[config.mk]
export PLATFORM = sky130hd
export DESIGN_NAME = cgra_exec_ctrl
export DESIGN_NICKNAME = d
export VERILOG_FILES = /design/src/rtl/cgra_pkg.sv /design/src/rtl/cgra_addr_gen.sv /design/src/rtl/cgra_exec_ctrl.sv
export SDC_FILE = /design/constraint.sdc
export NUM_CORES = 1
export LEC_CHECK = 0
export BUFFER_PORTS_ARGS = -buffer_cell sky130_fd_sc_hd__buf_2
export CAP_MARGIN = 20
export CORE_AREA = 2 2 76 85
export CTS_BUF_LIST = sky130_fd_sc_hd__clkbuf_8
export DETAILED_ROUTE_END_ITERATION = 16
export DIE_AREA = 0 0 78 87
export GPL_TIMING_DRIVEN = 0
export PLACE_DENSITY = 0.81
export SLEW_MARGIN = 10
export SYNTH_ARGS = -nofsm -noshare
export SYNTH_HDL_FRONTEND = slang
export SYNTH_SLANG_ARGS = --single-unit
[constraint.sdc]
create_clock -name Clk -period 3.56 [get_ports Clk]
set_clock_uncertainty 0.15 [all_clocks]
set_input_delay 1.068 -clock Clk [delete_from_list [all_inputs] [get_ports Clk]]
set_output_delay 1.068 -clock Clk [all_outputs]
set_load 0.02 [all_outputs]
[src/rtl/cgra_pkg.sv]
// Shared state encoding, width defaults and drain depth for the CGRA execution controller.
package cgra_pkg;

  typedef enum logic [1:0] {
    IDLE  = 2'd0,
    RUN   = 2'd1,
    DRAIN = 2'd2,
    DONE  = 2'd3
  } exec_state_e;

  localparam int INST_AWIDTH_DEF = 10;
  localparam int ITER_WIDTH_DEF  = 16;

  // 2 instruction regs + data memory read reg + ALU reg + write-back.
  localparam int PE_PIPE_DEPTH    = 5;
  localparam int DRAIN_MARGIN     = 3;
  localparam int DRAIN_CYCLES_DEF = PE_PIPE_DEPTH + DRAIN_MARGIN;

  function automatic int cnt_width(input int n);
    return (n > 1) ? $clog2(n) : 1;
  endfunction

endpackage

[src/rtl/cgra_addr_gen.sv]
// Program-window address counter: walks start..end, wraps per iteration, flags the final issue.
module cgra_addr_gen
  import cgra_pkg::*;
#(
  parameter int INST_AWIDTH = INST_AWIDTH_DEF,
  parameter int ITER_WIDTH  = ITER_WIDTH_DEF
) (
  input  logic                   Clk,
  input  logic                   Reset,
  input  logic                   load,
  input  logic                   step,
  input  logic [INST_AWIDTH-1:0] start_addr,
  input  logic [INST_AWIDTH-1:0] end_addr,
  input  logic [ITER_WIDTH-1:0]  iter_num,
  output logic [INST_AWIDTH-1:0] addr,
  output logic                   last
);

  logic [INST_AWIDTH-1:0] base_addr;
  logic [INST_AWIDTH-1:0] top_addr;
  logic [ITER_WIDTH-1:0]  iter_left;

  // NOTE: registers use non-blocking assignments so every reader sees the pre-edge value.
  always_ff @(posedge Clk) begin
    if (Reset) begin
      base_addr <= '0;
      top_addr  <= '0;
      addr      <= '0;
      iter_left <= '0;
    end else if (load) begin
      base_addr <= start_addr;
      top_addr  <= end_addr;
      addr      <= start_addr;
      iter_left <= iter_num;
    end else if (step) begin
      if (addr < top_addr) begin
        addr <= addr + 1'b1;
      end else if (iter_left > ITER_WIDTH'(1)) begin
        addr      <= base_addr;
        iter_left <= iter_left - ITER_WIDTH'(1);
      end
    end
  end

  // Final address of the final pass; stepping here leaves the counter parked.
  assign last = (addr == top_addr) && (iter_left == ITER_WIDTH'(1));

endmodule

[src/rtl/cgra_exec_ctrl.sv]
// Execution sequencer for one CGRA PE array: issue window, drain PE pipeline, pulse Done.
// Optional cycle counters (Run_Cycles, Stall_Cycles) when CGRA_EXEC_PERF_CNT_EN is defined.
module cgra_exec_ctrl
  import cgra_pkg::*;
#(
  parameter int INST_AWIDTH  = INST_AWIDTH_DEF,
  parameter int ITER_WIDTH   = ITER_WIDTH_DEF,
  parameter int DRAIN_CYCLES = DRAIN_CYCLES_DEF
) (
  input  logic                   Clk,
  input  logic                   Reset,
  input  logic                   Start,
  input  logic                   Abort,
  input  logic                   Stall,
  input  logic [INST_AWIDTH-1:0] Start_Addr,
  input  logic [INST_AWIDTH-1:0] End_Addr,
  input  logic [ITER_WIDTH-1:0]  Iter_Num,
  output logic [INST_AWIDTH-1:0] Inst_Addr,
  output logic                   CGRA_Ena,
  output logic                   Busy,
  output logic                   Done,
`ifdef CGRA_EXEC_PERF_CNT_EN
  output logic                   Err,
  output logic [31:0]            Run_Cycles,
  output logic [31:0]            Stall_Cycles
`else
  output logic                   Err
`endif
);

  localparam int DRAIN_W = cnt_width(DRAIN_CYCLES);

  exec_state_e        state;
  logic [DRAIN_W-1:0] drain_cnt;
  logic               cfg_err;
  logic               start_ok;
  logic               gen_load;
  logic               gen_step;
  logic               gen_last;

  assign cfg_err  = End_Addr < Start_Addr;
  assign start_ok = (state == IDLE) && Start && !cfg_err;
  assign gen_load = start_ok && (Iter_Num != '0);
  assign gen_step = (state == RUN) && !Stall && !Abort;

  cgra_addr_gen #(
    .INST_AWIDTH (INST_AWIDTH),
    .ITER_WIDTH  (ITER_WIDTH)
  ) u_addr_gen (
    .Clk        (Clk),
    .Reset      (Reset),
    .load       (gen_load),
    .step       (gen_step),
    .start_addr (Start_Addr),
    .end_addr   (End_Addr),
    .iter_num   (Iter_Num),
    .addr       (Inst_Addr),
    .last       (gen_last)
  );

  always_ff @(posedge Clk) begin
    if (Reset) begin
      state     <= IDLE;
      drain_cnt <= '0;
      CGRA_Ena  <= 1'b0;
      Busy      <= 1'b0;
      Done      <= 1'b0;
      Err       <= 1'b0;
    end else begin
      // NOTE: pulse outputs default low every cycle; a branch below raises them for one clock.
      Done <= 1'b0;
      Err  <= 1'b0;
      case (state)
        IDLE: begin
          if (Start) begin
            if (cfg_err) begin
              Err <= 1'b1;
            end else if (Iter_Num == '0) begin
              // Zero passes: one busy cycle through an empty drain, then Done.
              state     <= DRAIN;
              drain_cnt <= '0;
              Busy      <= 1'b1;
            end else begin
              state    <= RUN;
              CGRA_Ena <= 1'b1;
              Busy     <= 1'b1;
            end
          end
        end
        RUN: begin
          if (Abort) begin
            state    <= IDLE;
            CGRA_Ena <= 1'b0;
            Busy     <= 1'b0;
          end else if (Stall) begin
            CGRA_Ena <= 1'b0;
          end else if (gen_last) begin
            state     <= DRAIN;
            CGRA_Ena  <= 1'b0;
            drain_cnt <= DRAIN_W'(DRAIN_CYCLES - 1);
          end else begin
            CGRA_Ena <= 1'b1;
          end
        end
        DRAIN: begin
          if (Abort) begin
            state <= IDLE;
            Busy  <= 1'b0;
          end else if (drain_cnt == '0) begin
            state <= DONE;
            Done  <= 1'b1;
            Busy  <= 1'b0;
          end else begin
            drain_cnt <= drain_cnt - 1'b1;
          end
        end
        DONE: begin
          state <= IDLE;
        end
        default: begin
          state    <= IDLE;
          CGRA_Ena <= 1'b0;
          Busy     <= 1'b0;
        end
      endcase
    end
  end

`ifdef CGRA_EXEC_PERF_CNT_EN
  // Counters hold after Done so the host can read them until the next accepted Start.
  always_ff @(posedge Clk) begin
    if (Reset) begin
      Run_Cycles   <= '0;
      Stall_Cycles <= '0;
    end else if (start_ok) begin
      Run_Cycles   <= '0;
      Stall_Cycles <= '0;
    end else begin
      if (Busy && (Run_Cycles != '1)) begin
        Run_Cycles <= Run_Cycles + 32'd1;
      end
      if ((state == RUN) && Stall && (Stall_Cycles != '1)) begin
        Stall_Cycles <= Stall_Cycles + 32'd1;
      end
    end
  end
`endif

endmodule

==> impl_summary.txt <==
----------------------------------------------------
[Run status]
  Run status ... completed

[Pwr]
  Portion of total power attributed to sequential cells ... 0.315
  Max IR drop VDD ... 0.000465 V
  Combinational group share of total power ... 0.549
  Internal cell power ... 1.46 mW
  Static leakage ... 1.57 nW
  Power density over the cells ... 722 nW/µm²
  Clock group share of total power ... 0.136
  Reported net switching power ... 1.35 mW
  Switching fraction of total power ... 0.482

[Yosys]
  Commonest cells in the netlist ... nand2_1, dfxtp_1, a21oi_1
  Post-synthesis instance area ... 3420 µm²
  Count of state elements after synthesis ... 55
  Mean area per synthesized cell ... 8.06 µm²
  Most frequently used flop master after synthesis ... dfxtp_1
  Sequential area share after synthesis ... 0.322
  Number of nets in the synthesized netlist ... 494
  Most used standard cell by instance count after synthesis ... nand2_1
  Number of synthesis warnings ... 0
  Count of unique library cells instantiated by Yosys ... 51
  Cell types with the largest area share after synthesis ... dfxtp_1, ha_1, a21oi_1
  Leading area contributor after synthesis ... dfxtp_1
  Number of enable flip-flop cells after synthesis ... 0
  Post-Syn Instances ... 424
  Proportion of register bits with asynchronous set or reset after synthesis ... 0
  Top cell type's share of synthesized area ... 0.322

[Worst setup path]
  Slowest stage cell on the critical path ... nor2_1
  Data arrival time at the worst-slack endpoint ... 3.53 ns
  Peak per-stage delay on the critical path ... 0.63 ns
  Required time reported for the critical path endpoint ... 3.64 ns
  Worst R2R Setup Slack ... 0.51 ns
  Series of cell instances along the critical path ... buf_2, inv_1, ha_1, o211ai_1, o21ai_0, a31oi_1, nor2_1, clkbuf_1, a21oi_1, a221oi_1
  Biggest fanout along the worst timing path ... 10
  Critical Path End Type ... flip-flop
  Class of the most critical setup path ... in -> reg
  Type of origin of the critical path ... input pin

[Die]
  Area of the die ... 6790 µm²
  Die height ... 87 µm
  I/O Pins ... 55
  Number of placement rows ... 30
  Placeable Area ... 6010 µm²
  Starting density of the core ... 0.569
  Die width ... 78 µm

[Place]
  Half-perimeter wire length after placement ... 6980 µm
  # port buffers ... 54
  Global placement routability congestion ... 0.889

[Clocking]
  Clock input transition at the sequential cells of the worst setup and hold paths ... 0.11 ns
  CTS root buffer ... clkbuf_8
  Number of sinks driven by the clock tree ... 55
  Total number of H-tree levels ... 2
  Buffers inserted during post-CTS setup optimization ... 0
  CTS tree ... done
  Deepest clock path buffer count ... 2
  Total clock buffers created by CTS ... 5
  Clock insertion delay at the later pin of the skew report ... 0.32 ns
  CTS Hold Buffers Added ... 0

[Drt]
  Detailed-route vias per instance ... 6.00
  Antenna viol nets, final ... 0
  WL final ... 9360 µm
  Routed wire per std cell ... 16.5 µm
  Router iterations before antenna repair ... 5
  Vias after detailed routing ... 3394
  Post-detailed-route DRC marker count ... 0
  1st-iter DRT viols ... 246

[Timing]
  Worst Hold Slack ... 0.313 ns
  Post-layout min period ... 3.45 ns
  Final hold vios ... 0
  Final Max Tran Viols ... 0
  RSZ-0062 raised after global routing ... false
  Transition time at the pin with the least slew margin ... 0.730 ns
  Upper clock frequency limit ... 290 MHz
  Final clock period utilization by the worst path ... 0.968
  Slew HR ... 0.512
  Final count of negative-setup-slack endpoints ... 0

[GRT]
  Gr usage total ... 0.275
  First-pass GRT wire length ... 14900 µm
  Largest net degree at the start of global routing ... 18
  Sum of overflow across all layers after global routing ... 0
  Vias in the first global route ... 3149
  Antenna violations before repair ... 0

[Final layout]
  Ratio of cells with drive above 1 in the final layout ... 0.171
  Finished Core Util ... 0.647
  Net count reported at finish ... 555
  Syn-to-layout area delta ... 13.8%
  Number of antenna cells inserted ... 0

[Min path]
  Min-Delay Path Class ... reg -> reg

[Job]
  Number of max-capacitance violations reported ... 0

----------------------------------------------------
-- per-layer routing --
metal	global-route usage	wire length, µm
met5	0	0
met4	0.0957	165
met3	0.0363	524
met2	0.488	4610
met1	0.343	4060
-- sequential cells by signal, indices dropped and copies added (netlist names) --
| register | flops |
|---|---|
| u_addr_gen.base_addr | 10 |
| state | 2 |
| Busy | 1 |
| Err | 1 |
| u_addr_gen.iter_left | 16 |
| u_addr_gen.addr | 10 |
| drain_cnt | 3 |
| CGRA_Ena | 1 |
| u_addr_gen.top_addr | 10 |
| Done | 1 |
-- power by group through the flow --
| stage | combinational, mW | clock (mW) | sequential [mW] |
|---|---|---|---|
| 3_3_place_gp | 1.45 | 0 | 0.887 |
| 5_1_grt | 1.68 | 0.409 | 0.899 |
| 3_5_place_dp | 1.50 | 0 | 0.892 |
| 2_1_floorplan | 1.06 | 0 | 0.914 |
| 4_1_cts | 1.51 | 0.387 | 0.878 |
| 6_report | 1.54 | 0.381 | 0.885 |
-- through the flow --
| stage | total power, mW | setup TNS [ns] | cells | worst slack [ns] | cell area, µm² |
|---|---|---|---|---|---|
| finish | 2.81 | 0 | 566 | 0.113 | 3890 |
| detailed placement | 2.39 | -2.75 | 558 | -0.144 | 3790 |
| global placement | 2.34 | -1.15 | 558 | -0.0917 | 3790 |
| global route | 2.99 | 0 | 566 | 0.0184 | 3890 |
| floorplan | 1.98 | 0 | 424 | 0.394 | 3420 |
| CTS | 2.78 | 0 | 566 | 0.185 | 3890 |
-- cells in the final DEF, fill, tap and decap left out, drive strengths merged, types with 6 or more instances in the layout --
cell type / count
dfxtp: 55
a21oi: 44
or3: 7
o21ai: 6
ha: 29
xnor2: 13
o211ai: 9
clkbuf: 17
nand4: 7
nor3: 10
nor2: 30
nand3: 9
nand2: 57
buf: 63
nor4: 9
a221oi: 8
inv: 31
a211oi: 19
xor2: 10
-- cell families (layout without fill, tap and decap cells) --
family,count (synthesis),count (layout),synth area share
compound gates,108,108,0.222
xor+xnor,23,23,0.0590
fa+ha+maj,29,29,0.106
buf+inv,51,113,0.0593
flops,55,55,0.322
mux,2,2,0.00586
simple gates,156,156,0.226
-- worst max-delay path, delay by kind of cell --
family                     cells  cell delay (ns)
AOI/OAI and AO/OA              5             0.90
adders and majority gates      1             0.29
buffers and inverters          3             0.63
and+or+nand+nor                1             0.63
-- area by class of cell --
cell class | instances | area [µm²]
Inverter | 31 | 116
Tap cell | 80 | 100
Multi-Input combinational cell | 318 | 2110
Fill cell | 521 | 2120
Clock inverter | 2 | 16.3
Buffer | 20 | 87.6
Sequential cell | 55 | 1100
Clock buffer | 6 | 82.6
Timing Repair Buffer | 54 | 270
-- final timing paths --
path,from,end,cells after the start
worst min register to register,u_addr_gen.base_addr[0]$_SDFFE_PP0P_,u_addr_gen.base_addr[0]$_SDFFE_PP0P_,2
worst max register to register,u_addr_gen.addr[3]$_SDFFE_PP0P_,u_addr_gen.iter_left[0]$_SDFFE_PP0P_,8
worst max-delay path,Start_Addr[3],u_addr_gen.addr[9]$_SDFFE_PP0P_,10
worst min-delay path,u_addr_gen.base_addr[0]$_SDFFE_PP0P_,u_addr_gen.base_addr[0]$_SDFFE_PP0P_,2
-- what timing repair did --
action,4_1_cts,5_1_grt
resized for setup,0,1
hold endpoints to repair,0,0
setup endpoints to repair,0,1
(Power assumes the default switching activity.)
